File: config.mk
export PLATFORM = sky130hd
export DESIGN_NAME = instr_fetch_unit
export DESIGN_NICKNAME = d
export VERILOG_FILES = /design/src/rtl/riscv_pkg.sv /design/src/rtl/instr_fetch_unit.sv
export SDC_FILE = /design/constraint.sdc
export NUM_CORES = 1
export LEC_CHECK = 0
export CAP_MARGIN = 30
export CORE_MARGIN = 2
export CORE_UTILIZATION = 40
export CTS_BUF_LIST = sky130_fd_sc_hd__clkbuf_8
export DETAILED_ROUTE_END_ITERATION = 8
export PLACE_DENSITY = 0.76
export SYNTH_ARGS = -nofsm -noshare
export SYNTH_HDL_FRONTEND = slang
export SYNTH_SLANG_ARGS = --single-unit
File: constraint.sdc
create_clock -name CLK -period 2.3 [get_ports CLK]
set_input_delay 0.575 -clock CLK [delete_from_list [all_inputs] [get_ports CLK]]
set_output_delay 0.575 -clock CLK [all_outputs]
set_load 0.02 [all_outputs]
File: src/rtl/riscv_pkg.sv
// Shared RISC-V core definitions: fetch FSM state encoding and the canonical NOP.
package riscv_pkg;

    localparam logic [31:0] NOP_INSTR = 32'h00000013;  // addi x0, x0, 0

    typedef enum logic [2:0] {
        IDLE,
        REQ,
        WAIT,
        DONE,
        FAULT,
        DRAIN
    } fetch_state_t;

endpackage

File: src/rtl/instr_fetch_unit.sv
// Single-outstanding instruction fetch: latches PC, issues one memory request,
// returns the word (or a NOP on misalignment) with a one-cycle InstrValid strobe.
module instr_fetch_unit #(
    parameter int              XLEN      = 32,
    parameter logic [XLEN-1:0] NOP_INSTR = riscv_pkg::NOP_INSTR
) (
    input  logic            CLK,
    input  logic            Reset,
    input  logic [XLEN-1:0] PC,
    input  logic            Flush,
    output logic            MemReqValid,
    input  logic            MemReqReady,
    output logic [XLEN-1:0] MemAddr,
    input  logic            MemRspValid,
    input  logic [XLEN-1:0] MemRspData,
    output logic [XLEN-1:0] Instr,
    output logic            InstrValid,
    output logic            FetchFault,
    output logic [31:0]     FetchCount
);
    import riscv_pkg::*;

    fetch_state_t    state, state_nxt;
    logic [XLEN-1:0] addr_reg;
    logic [XLEN-1:0] instr_reg;
    logic [31:0]     fetch_cnt;
    logic            flush_pend;
    logic            pc_misaligned;

    assign pc_misaligned = (PC[1:0] != 2'b00);

    always_comb begin
        state_nxt = state;
        case (state)
            IDLE:  if (!Flush) state_nxt = pc_misaligned ? FAULT : REQ;
            // A flush seen while the request is pending must not cancel it;
            // the response still arrives and has to be drained.
            REQ:   if (MemReqReady) state_nxt = (Flush || flush_pend) ? DRAIN : WAIT;
            WAIT: begin
                if (MemRspValid) state_nxt = Flush ? IDLE : DONE;
                else if (Flush)  state_nxt = DRAIN;
            end
            DONE:  state_nxt = IDLE;
            FAULT: state_nxt = IDLE;
            DRAIN: if (MemRspValid) state_nxt = IDLE;
            default: state_nxt = IDLE;
        endcase
    end

    always_ff @(posedge CLK) begin
        if (Reset) begin
            state      <= IDLE;
            addr_reg   <= '0;
            instr_reg  <= NOP_INSTR;
            fetch_cnt  <= '0;
            flush_pend <= 1'b0;
        end else begin
            state      <= state_nxt;
            flush_pend <= (state == REQ) && !MemReqReady && (Flush || flush_pend);
            if (state == IDLE && !Flush) begin
                addr_reg <= PC;
                if (pc_misaligned) instr_reg <= NOP_INSTR;
            end
            if (state == WAIT && MemRspValid && !Flush)
                instr_reg <= MemRspData;
            if (state == DONE && !Flush)
                fetch_cnt <= fetch_cnt + 32'd1;
        end
    end

    assign MemReqValid = (state == REQ);
    assign MemAddr     = addr_reg;
    assign Instr       = instr_reg;
    assign InstrValid  = ((state == DONE) || (state == FAULT)) && !Flush;
    assign FetchFault  = (state == FAULT) && !Flush;
    assign FetchCount  = fetch_cnt;

endmodule
==> results of run 1 <==
[power breakdown]
group          switching, mW  internal, mW  total (mW)  leakage (nW)
Combinational          0.248         0.263       0.511          1.27
Clock                  0.599         0.487        1.09        0.0948
Sequential            0.0244          1.78        1.80         0.811
[cells by family (layout without fill, tap and decap cells)]
group / after synthesis / in the layout / share of synthesized area
buf+inv: 37 / 214 / 0.0424
fa+ha+maj: 1 / 1 / 0.00321
compound gates: 90 / 90 / 0.140
simple gates: 205 / 205 / 0.244
mux: 2 / 2 / 0.00514
flops: 100 / 100 / 0.514
xor+xnor: 23 / 23 / 0.0517
[state kept, by name, summed over array words and instances (netlist names)]
register    cells
state           3
flush_pend      1
MemAddr        32
FetchCount     32
Instr          32
[cells in the final DEF, fill, tap and decap left out, types with 2 or more instances in the layout]
cell	synthesis	routed
nor2_2	1	2
nor4_1	4	3
clkbuf_8	0	12
clkinv_4	0	2
buf_2	9	2
buf_4	2	23
nor2_1	68	67
nand4_1	12	12
xnor2_1	4	4
a21oi_1	41	41
or3_1	7	7
inv_1	5	5
xor2_1	19	19
mux2i_1	2	2
nor3_1	2	2
dfxtp_1	100	100
and3_1	6	6
nand3_1	14	14
clkinvlp_4	0	2
nand2_1	72	72
nand2b_1	6	6
nor2b_1	4	4
a31oi_1	2	2
dlygate4sd2_1	0	3
clkdlybuf4s50_1	0	162
o22ai_1	3	3
o21ai_0	10	10
buf_12	0	2
a22oi_1	29	29
[final cells by class]
type                            instances  area, um^2
Clock inverter                          4        32.5
Multi-Input combinational cell        321        1750
Fill cell                             837        3570
Timing Repair Buffer                  193        1900
Inverter                                5        18.8
Sequential cell                       100        2000
Clock buffer                           12         165
Tap cell                              133         166
[per-stage QoR]
step / power (mW) / hold WS (ns)
floorplan: 2.07 / 0.485
global placement: 2.34 / 0.441
detailed placement: 2.36 / 0.447
CTS: 3.43 / 0.459
global route: 3.54 / 0.473
finish: 3.40 / 0.455
[worst min-delay path by stage]
stage / endpoint / startpoint
2_1_floorplan: flush_pend / flush_pend
4_1_cts: MemAddr[19] / MemAddr[19]
3_5_place_dp: MemAddr[19] / MemAddr[19]
5_1_grt: MemAddr[17] / MemAddr[17]
3_3_place_gp: MemAddr[19] / MemAddr[19]
6_report: MemAddr[1] / MemAddr[1]
[layer usage]
metal | global-route usage | vias up | routed length, um
met1 | 0.254 | 1797 | 4800
met3 | 0.0542 | 16 | 893
met2 | 0.329 | 130 | 5080
met4 | 0.0677 | 0 | 192
li1 | - | 1915 | -
met5 | 0 | - | 0
[worst register-to-register path: stages (launching register included)]
cell and delay, ns:
dfxtp_1 0.45, and4_1 0.30, and3_1 0.40, nand4_1 0.23, or3_1 0.35, a21oi_1 0.15
==> results.yml, run 1 <==
grt:
  grtUsageTotal: 0.200
  globalRouteOverflowTotal: 0
  antenna_found_initial: 0
  grt_pass1_wl_mm: 16.8
  grt_max_degree: 34
  grt_pass1_vias: 3506
outcome:
  status: "completed"
floorplanning:
  die-area_um2: 10500
  core_um2: 9590
  die_h_um: 103
  fp-row-count: 36
  die_w_um: 103
  ios: 168
  start_util: 0.406
min_path:
  holdPathStages: 2
  hp-class: "reg2reg"
timing:
  hold_viol: 0
  setup_viol_count_final: 0
  fin_skew_ns: 0.0129
  post-route-period-util: 0.893
  finalWorstSetupSlack_ns: 0.247
  max_freq_ghz: 0.487
  tightestPinTransition_ns: 0.598
  max-slew-margin-rel: 0.602
  min_period_ns: 2.05
  drv_slew: 0
  tns_ns: 0
  rsz0062_at_grt: "false"
critical_path:
  cp_num_buf_inv: 2
  slowest_stage: "or2_2"
  path_max_fanout: 3
  startpoint: "Flush"
  worstPathRequired_ns: 1.73
  critPathLaunchType: "input port"
  timing.rr.end: "FetchCount[28]"
  path_class: "in2out"
  crit_family: "simple AND/OR/NAND/NOR gates"
  crit_end: "InstrValid"
  cp.arrival_ns: 1.48
  crit_path_max_incr_delay_ns: 0.26
  cp_cell_sequence: "dlygate4sd2_1 > and4bb_4 > or2_2 > buf_2"
  reg2reg_from: "FetchCount[11]"
  rr_worst_depth: 5
  endpoint_kind: "output pin"
  reg2reg_slack_ns: 0.36
  cp_num_cells: 4
synth:
  synth_area_um2: 3900
  yosysTopAreaCell: "dfxtp_1"
  synthCells: 458
  async_flop_share: 0
  synth_ff_type: "dfxtp_1"
  yosys-top-cells-area: "dfxtp_1 (51%), nand2_1 (6.9%), nor2_1 (6.5%)"
  synth_edf_count: 0
  synthDistinctLibCells: 39
  yosysWarnings: 0
  ys_ff_latch: 100
  netlist.area_leader.share: 0.514
  ys_top_cells_by_count: "dfxtp_1 (100), nand2_1 (72), nor2_1 (68), a21oi_1 (41), a22oi_1 (29)"
  syn_nets: 528
  yosysSeqAreaShare: 0.514
  avgSynthCellArea_um2: 8.51
  yosysMostFrequentCell: "dfxtp_1"
place:
  dp_cells: 752
  io_buffers: 167
  postPlaceCellArea_um2: 5840
  place.gp.congestion: 0.823
  hpwl_mm: 8.11
  pre_cts_ws_ns: -0.405
clock_tree:
  cts_num_sinks: 100
  cts.htree.levels: 3
  path_clk_slew_ns: 0.08
  post_cts_buffers: 0
  cts_buffers: 9
  cts_tree: "yes"
  ctsResizeCount: 7
  clockBufferDepth: 2
  cts_root_buf: "clkbuf_8"
  insertion_delay_ns: 0.35
  hold_buffers: 0
cells_and_area:
  fin_util: 0.628
  final_nets: 700
  finalNonFillerCells: 768
  drive_gt1_frac: 0.0819
  syn2layout_area_growth_pct: 54.7
  design_area_um2: 6030
  diodes: 0
routing:
  drc: 0
  dr.pass1.iters: 4
  drt_iter0_drc: 139
  vias: 3858
  postRouteAntennaNets: 0
  wirelength_mm: 11.0
  viasPerCell: 5.02
  wl_per_cell_um: 14.3
power:
  leakagePower_nw: 2.18
  p_per_area_nw_per_um2: 564
  peakVddDrop_mv: 0.283
flow_run:
  max_cap_violations: 0
Power figures use the tool's default switching activity.
==> inputs of run 2 (changes only) <==
- PLACE_DENSITY: 0.76 -> default
- PLACE_DENSITY_LB_ADDON: default -> 0.2
==> results.yml, run 2 (same netlist as run 1, synthesis figures left out) <==
outcome:
  status: "completed"
timing:
  tightestPinTransition_ns: 0.401
  max-slew-margin-rel: 0.726
  finalWorstSetupSlack_ns: 0.210
  post-route-period-util: 0.909
  tns_ns: 0
  min_period_ns: 2.09
  drv_slew: 0
  rsz0062_at_grt: "false"
  hold_viol: 0
  setup_viol_count_final: 0
  max_freq_ghz: 0.478
  fin_skew_ns: 0.00992
critical_path:
  cp_cell_sequence: "buf_4 > nor2b_1 > nor2b_1 > dlygate4sd2_1"
  path_common_cell: "nor2b_1"
  crit_end: "MemReqValid"
  reg2reg_from: "FetchCount[10]"
  reg2reg_slack_ns: 0.42
  timing.rr.end: "FetchCount[28]"
  cp.arrival_ns: 1.52
  path_class: "reg2out"
  startpoint: "state[1]"
  slowest_stage: "dfxtp_1"
  critPathLaunchType: "flip-flop"
  worstPathRequired_ns: 1.73
  crit_path_max_incr_delay_ns: 0.35
  rr_worst_depth: 5
  path_max_fanout: 12
  endpoint_kind: "output pin"
place:
  io_buffers: 167
  place.gp.congestion: 0.869
  pre_cts_ws_ns: -0.401
  hpwl_mm: 7.73
routing:
  wirelength_mm: 10.6
  postRouteAntennaNets: 0
  dr.pass1.iters: 5
  drc: 0
  drt_iter0_drc: 93
  viasPerCell: 5.01
  vias: 3823
  wl_per_cell_um: 13.9
clock_tree:
  clockBufferDepth: 2
  cts_root_buf: "clkbuf_8"
  insertion_delay_ns: 0.35
  cts.htree.levels: 3
  cts_tree: "yes"
  cts_buffers: 9
  hold_buffers: 0
  post_cts_buffers: 0
  path_clk_slew_ns: 0.11
  cts_num_sinks: 100
power:
  p_per_area_nw_per_um2: 568
  power_frac_seq: 0.532
  pwr-share-comb: 0.147
  clockPowerShare: 0.321
  power.switching_mw: 0.931
  peakVddDrop_mv: 0.275
  internal_power_mw: 2.46
  swShare: 0.275
  leakagePower_nw: 2.15
cells_and_area:
  n_fill_cell: 848
  final_cell_mix: "clkdlybuf4s50_1 (162), dfxtp_1 (100), nand2_1 (72)"
  syn2layout_area_growth_pct: 53.2
  diodes: 0
  mostFrequentLayoutCell: "clkdlybuf4s50_1"
  multi_input_area_um2: 1750
  drive_gt1_frac: 0.0746
  seq_area_um2: 2000
  final_nets: 695
floorplanning:
  ios: 168
  die_w_um: 103
  start_util: 0.406
  core_um2: 9590
  die-area_um2: 10500
  fp-row-count: 36
  die_h_um: 103
grt:
  grt_pass1_wl_mm: 16.4
  grt_max_degree: 58
  globalRouteOverflowTotal: 0
  grt_pass1_vias: 3506
  antenna_found_initial: 0
  grtUsageTotal: 0.195
min_path:
  hp-class: "reg2reg"
flow_run:
  max_cap_violations: 0
[run 2: changes by cell type in the layout (fill, tap and decap cells not counted), sizes merged]
cell      before  now
buf           28   23
clkbuf        12    9
inv            5    8
clkinv         2    4
clkinvlp       2    0
[run 2: power by group through the flow]
stage	clock (mW)	combinational (mW)	sequential (mW)
CTS	1.13	0.501	1.80
detailed placement	0	0.502	1.84
global placement	0	0.496	1.84
global route	1.20	0.539	1.81
finish	1.09	0.498	1.80
floorplan	0	0.171	1.89
[run 2: worst min-delay path by stage]
stage,startpoint,endpoint,slack [ns],depth (start not counted)
after floorplan,flush_pend,flush_pend,0.49,2
after global placement,MemAddr[19],MemAddr[19],0.44,2
after detailed placement,MemAddr[28],MemAddr[28],0.45,2
after CTS,MemAddr[28],MemAddr[28],0.46,2
after global routing,MemAddr[5],MemAddr[5],0.48,2
final,MemAddr[28],MemAddr[28],0.46,2
[run 2: critical path, delay by kind of cell (launching register included)]
kind	cells	cell delay, ns
buffers and inverters	2	0.52
and+or+nand+nor	2	0.30
DFF	1	0.35
[run 2: through the flow]
stage / power (mW) / hold WS, ns / instance area (um^2) / cells / utilization
after floorplan: 2.07 / 0.485 / 3900 / 458 / -
after global placement: 2.34 / 0.441 / 5780 / 747 / 0.603
after detailed placement: 2.35 / 0.446 / 5780 / 747 / 0.603
after CTS: 3.43 / 0.460 / 5970 / 763 / 0.622
after global routing: 3.55 / 0.477 / 5970 / 763 / 0.622
final: 3.39 / 0.457 / 5970 / 763 / 0.622
[run 2: timing repair]
| action | 4_1_cts | 5_1_grt |
|---|---|---|
| gates resized for setup | 7 | 0 |
| endpoints found under the hold margin | 0 | 0 |
| setup endpoints to repair | 3 | 0 |
[run 2: layout make-up]
class	instances	area share
clock buffers	9	0.0208
flip-flops and latches	100	0.335
repair buffers	188	0.308
well taps	133	0.0279
clock inverters	7	0.0122
multi-input cells	321	0.292
inverters	5	0.00314
[run 2: layer usage]
| metal | GRT usage | vias to the layer above | wire, um |
|---|---|---|---|
| li1 | - | 1897 | - |
| met5 | 0 | - | 0 |
| met3 | 0.0325 | 18 | 586 |
| met4 | 0.0790 | 0 | 235 |
| met2 | 0.325 | 138 | 5100 |
| met1 | 0.251 | 1770 | 4690 |
==> inputs of run 3 (changes only) <==
- CORE_MARGIN: 2 -> default
- clock period: 2.3 -> 2.2 ns (I/O delays scaled with it)
==> results.yml, run 3 (same netlist as run 1, synthesis figures left out) <==
grt:
  grt_pass1_vias: 3501
  grt_pass1_wl_mm: 16.4
  globalRouteOverflowTotal: 0
  gr-usage-met2: 0.348
  grtUsageTotal: 0.204
  grt_max_degree: 34
  met3_usage: 0.0374
  met1_usage: 0.252
  top_usage_layer: "met2"
  antenna_found_initial: 0
floorplanning:
  core_um2: 9330
  die_h_um: 101
  fp-row-count: 35
  die_w_um: 101
  start_util: 0.418
  ios: 168
  die-area_um2: 10100
place:
  hpwl_mm: 7.80
  postPlaceCellArea_um2: 5840
  io_buffers: 167
  place.gp.congestion: 0.864
clock_tree:
  cts_tree: "yes"
  ctsResizeCount: 7
  cts_num_sinks: 100
  path_clk_slew_ns: 0.10
  hold_buffers: 0
  insertion_delay_ns: 0.36
  cts_root_buf: "clkbuf_8"
  cts.htree.levels: 3
  clockBufferDepth: 2
  cts_buffers: 9
  post_cts_buffers: 0
routing:
  drt_iter0_drc: 83
  vias: 3784
  dr.pass1.iters: 6
  drc: 0
  postRouteAntennaNets: 0
  viasPerCell: 4.95
  wirelength_mm: 10.7
  wl_per_cell_um: 14.0
cells_and_area:
  mostFrequentLayoutCell: "clkdlybuf4s50_1"
  syn2layout_area_growth_pct: 56.1
  multi_input_area_um2: 1750
  seq_area_um2: 2000
  n_fill_cell: 809
  drive_gt1_frac: 0.0819
  design_area_um2: 6090
  final_cell_mix: "clkdlybuf4s50_1 (162), dfxtp_1 (100), nand2_1 (72)"
  final_nets: 700
  diodes: 0
timing:
  setup_viol_count_final: 0
  min_period_ns: 2.04
  post-route-period-util: 0.927
  whs_ns: 0.458
  max_freq_ghz: 0.491
  rsz0062_at_grt: "false"
  drv_slew: 0
  fin_skew_ns: 0.0135
  tightestPinTransition_ns: 0.588
  max-slew-margin-rel: 0.608
  hold_viol: 0
critical_path:
  critPathLaunchType: "flip-flop"
  rr_worst_depth: 5
  path_max_fanout: 6
  crit_end: "FetchCount[22]"
  path_class: "reg2out"
  endpoint_kind: "output pin"
  crit_path_max_incr_delay_ns: 0.67
  cp.arrival_ns: 1.49
  startpoint: "FetchCount[22]"
  cp_num_cells: 1
  reg2reg_from: "FetchCount[10]"
  worstPathRequired_ns: 1.65
  reg2reg_slack_ns: 0.26
  cp_num_buf_inv: 1
  cp_cell_sequence: "clkdlybuf4s50_1"
  crit_family: "buffers and inverters"
  slowest_stage: "clkdlybuf4s50_1"
  timing.rr.end: "FetchCount[28]"
power:
  swShare: 0.239
  power.switching_mw: 0.924
  p_per_area_nw_per_um2: 634
  clockPowerShare: 0.373
  internal_power_mw: 2.94
  leakagePower_nw: 2.21
  peakVddDrop_mv: 0.373
  power_frac_seq: 0.488
  pwr-share-comb: 0.139
flow_run:
  max_cap_violations: 0
min_path:
  hp-class: "reg2reg"
outcome:
  status: "completed"
-- run 3: cell count changes in the layout (fill, tap and decap cells not counted), sizes merged --
cell / delta
buf: +5
clkinv: -4
inv: -1
clkbuf: +1
bufinv: +3
clkinvlp: +1
-- run 3: power groups by stage --
stage	clock network, mW	registers (mW)	logic [mW]
global placement	0	1.92	0.534
detailed placement	0	1.93	0.541
finish	1.44	1.88	0.536
CTS	1.48	1.88	0.540
global route	1.54	1.89	0.578
floorplan	0	1.98	0.179
-- run 3: how the worst min path moves through the flow --
| stage | end | cells after the start | start |
|---|---|---|---|
| after floorplan | flush_pend | 2 | flush_pend |
| after global placement | MemAddr[7] | 2 | MemAddr[7] |
| after detailed placement | MemAddr[7] | 2 | MemAddr[7] |
| after CTS | MemAddr[7] | 2 | MemAddr[7] |
| after global routing | MemAddr[20] | 2 | MemAddr[20] |
| final | MemAddr[11] | 2 | MemAddr[11] |
-- run 3: metal layers --
metal	vias up	wire [um]
li1	1911	-
met1	1721	4620
met2	131	5140
met3	21	658
met4	0	252
met5	-	0
-- run 3: worst register-to-register path: cells and delay by family, from the launching register on --
family / cells / cell delay [ns]
AO/OA/AOI/OAI: 1 / 0.14
flip-flops: 1 / 0.44
AND/OR/NAND/NOR: 4 / 1.30
-- run 3: layout make-up --
class,instances,share of cell area
clock buffer,10,0.0226
multi-input combinational,321,0.287
timing repair buffer,193,0.313
inverter,5,0.00308
sequential,100,0.329
tap,129,0.0265
clock inverter,6,0.0193
-- run 3: metrics by stage --
| stage | instances | TNS (ns) | util | setup slack [ns] | total power, mW |
|---|---|---|---|---|---|
| after global routing | 764 | 0 | 0.652 | 0.104 | 4.01 |
| final | 764 | 0 | 0.652 | 0.162 | 3.86 |
| after detailed placement | 748 | -10.48 | 0.626 | -0.461 | 2.47 |
| after CTS | 764 | 0 | 0.652 | 0.150 | 3.90 |
| after floorplan | 458 | 0 | - | 0.225 | 2.16 |
| after global placement | 748 | -7.95 | 0.626 | -0.444 | 2.46 |
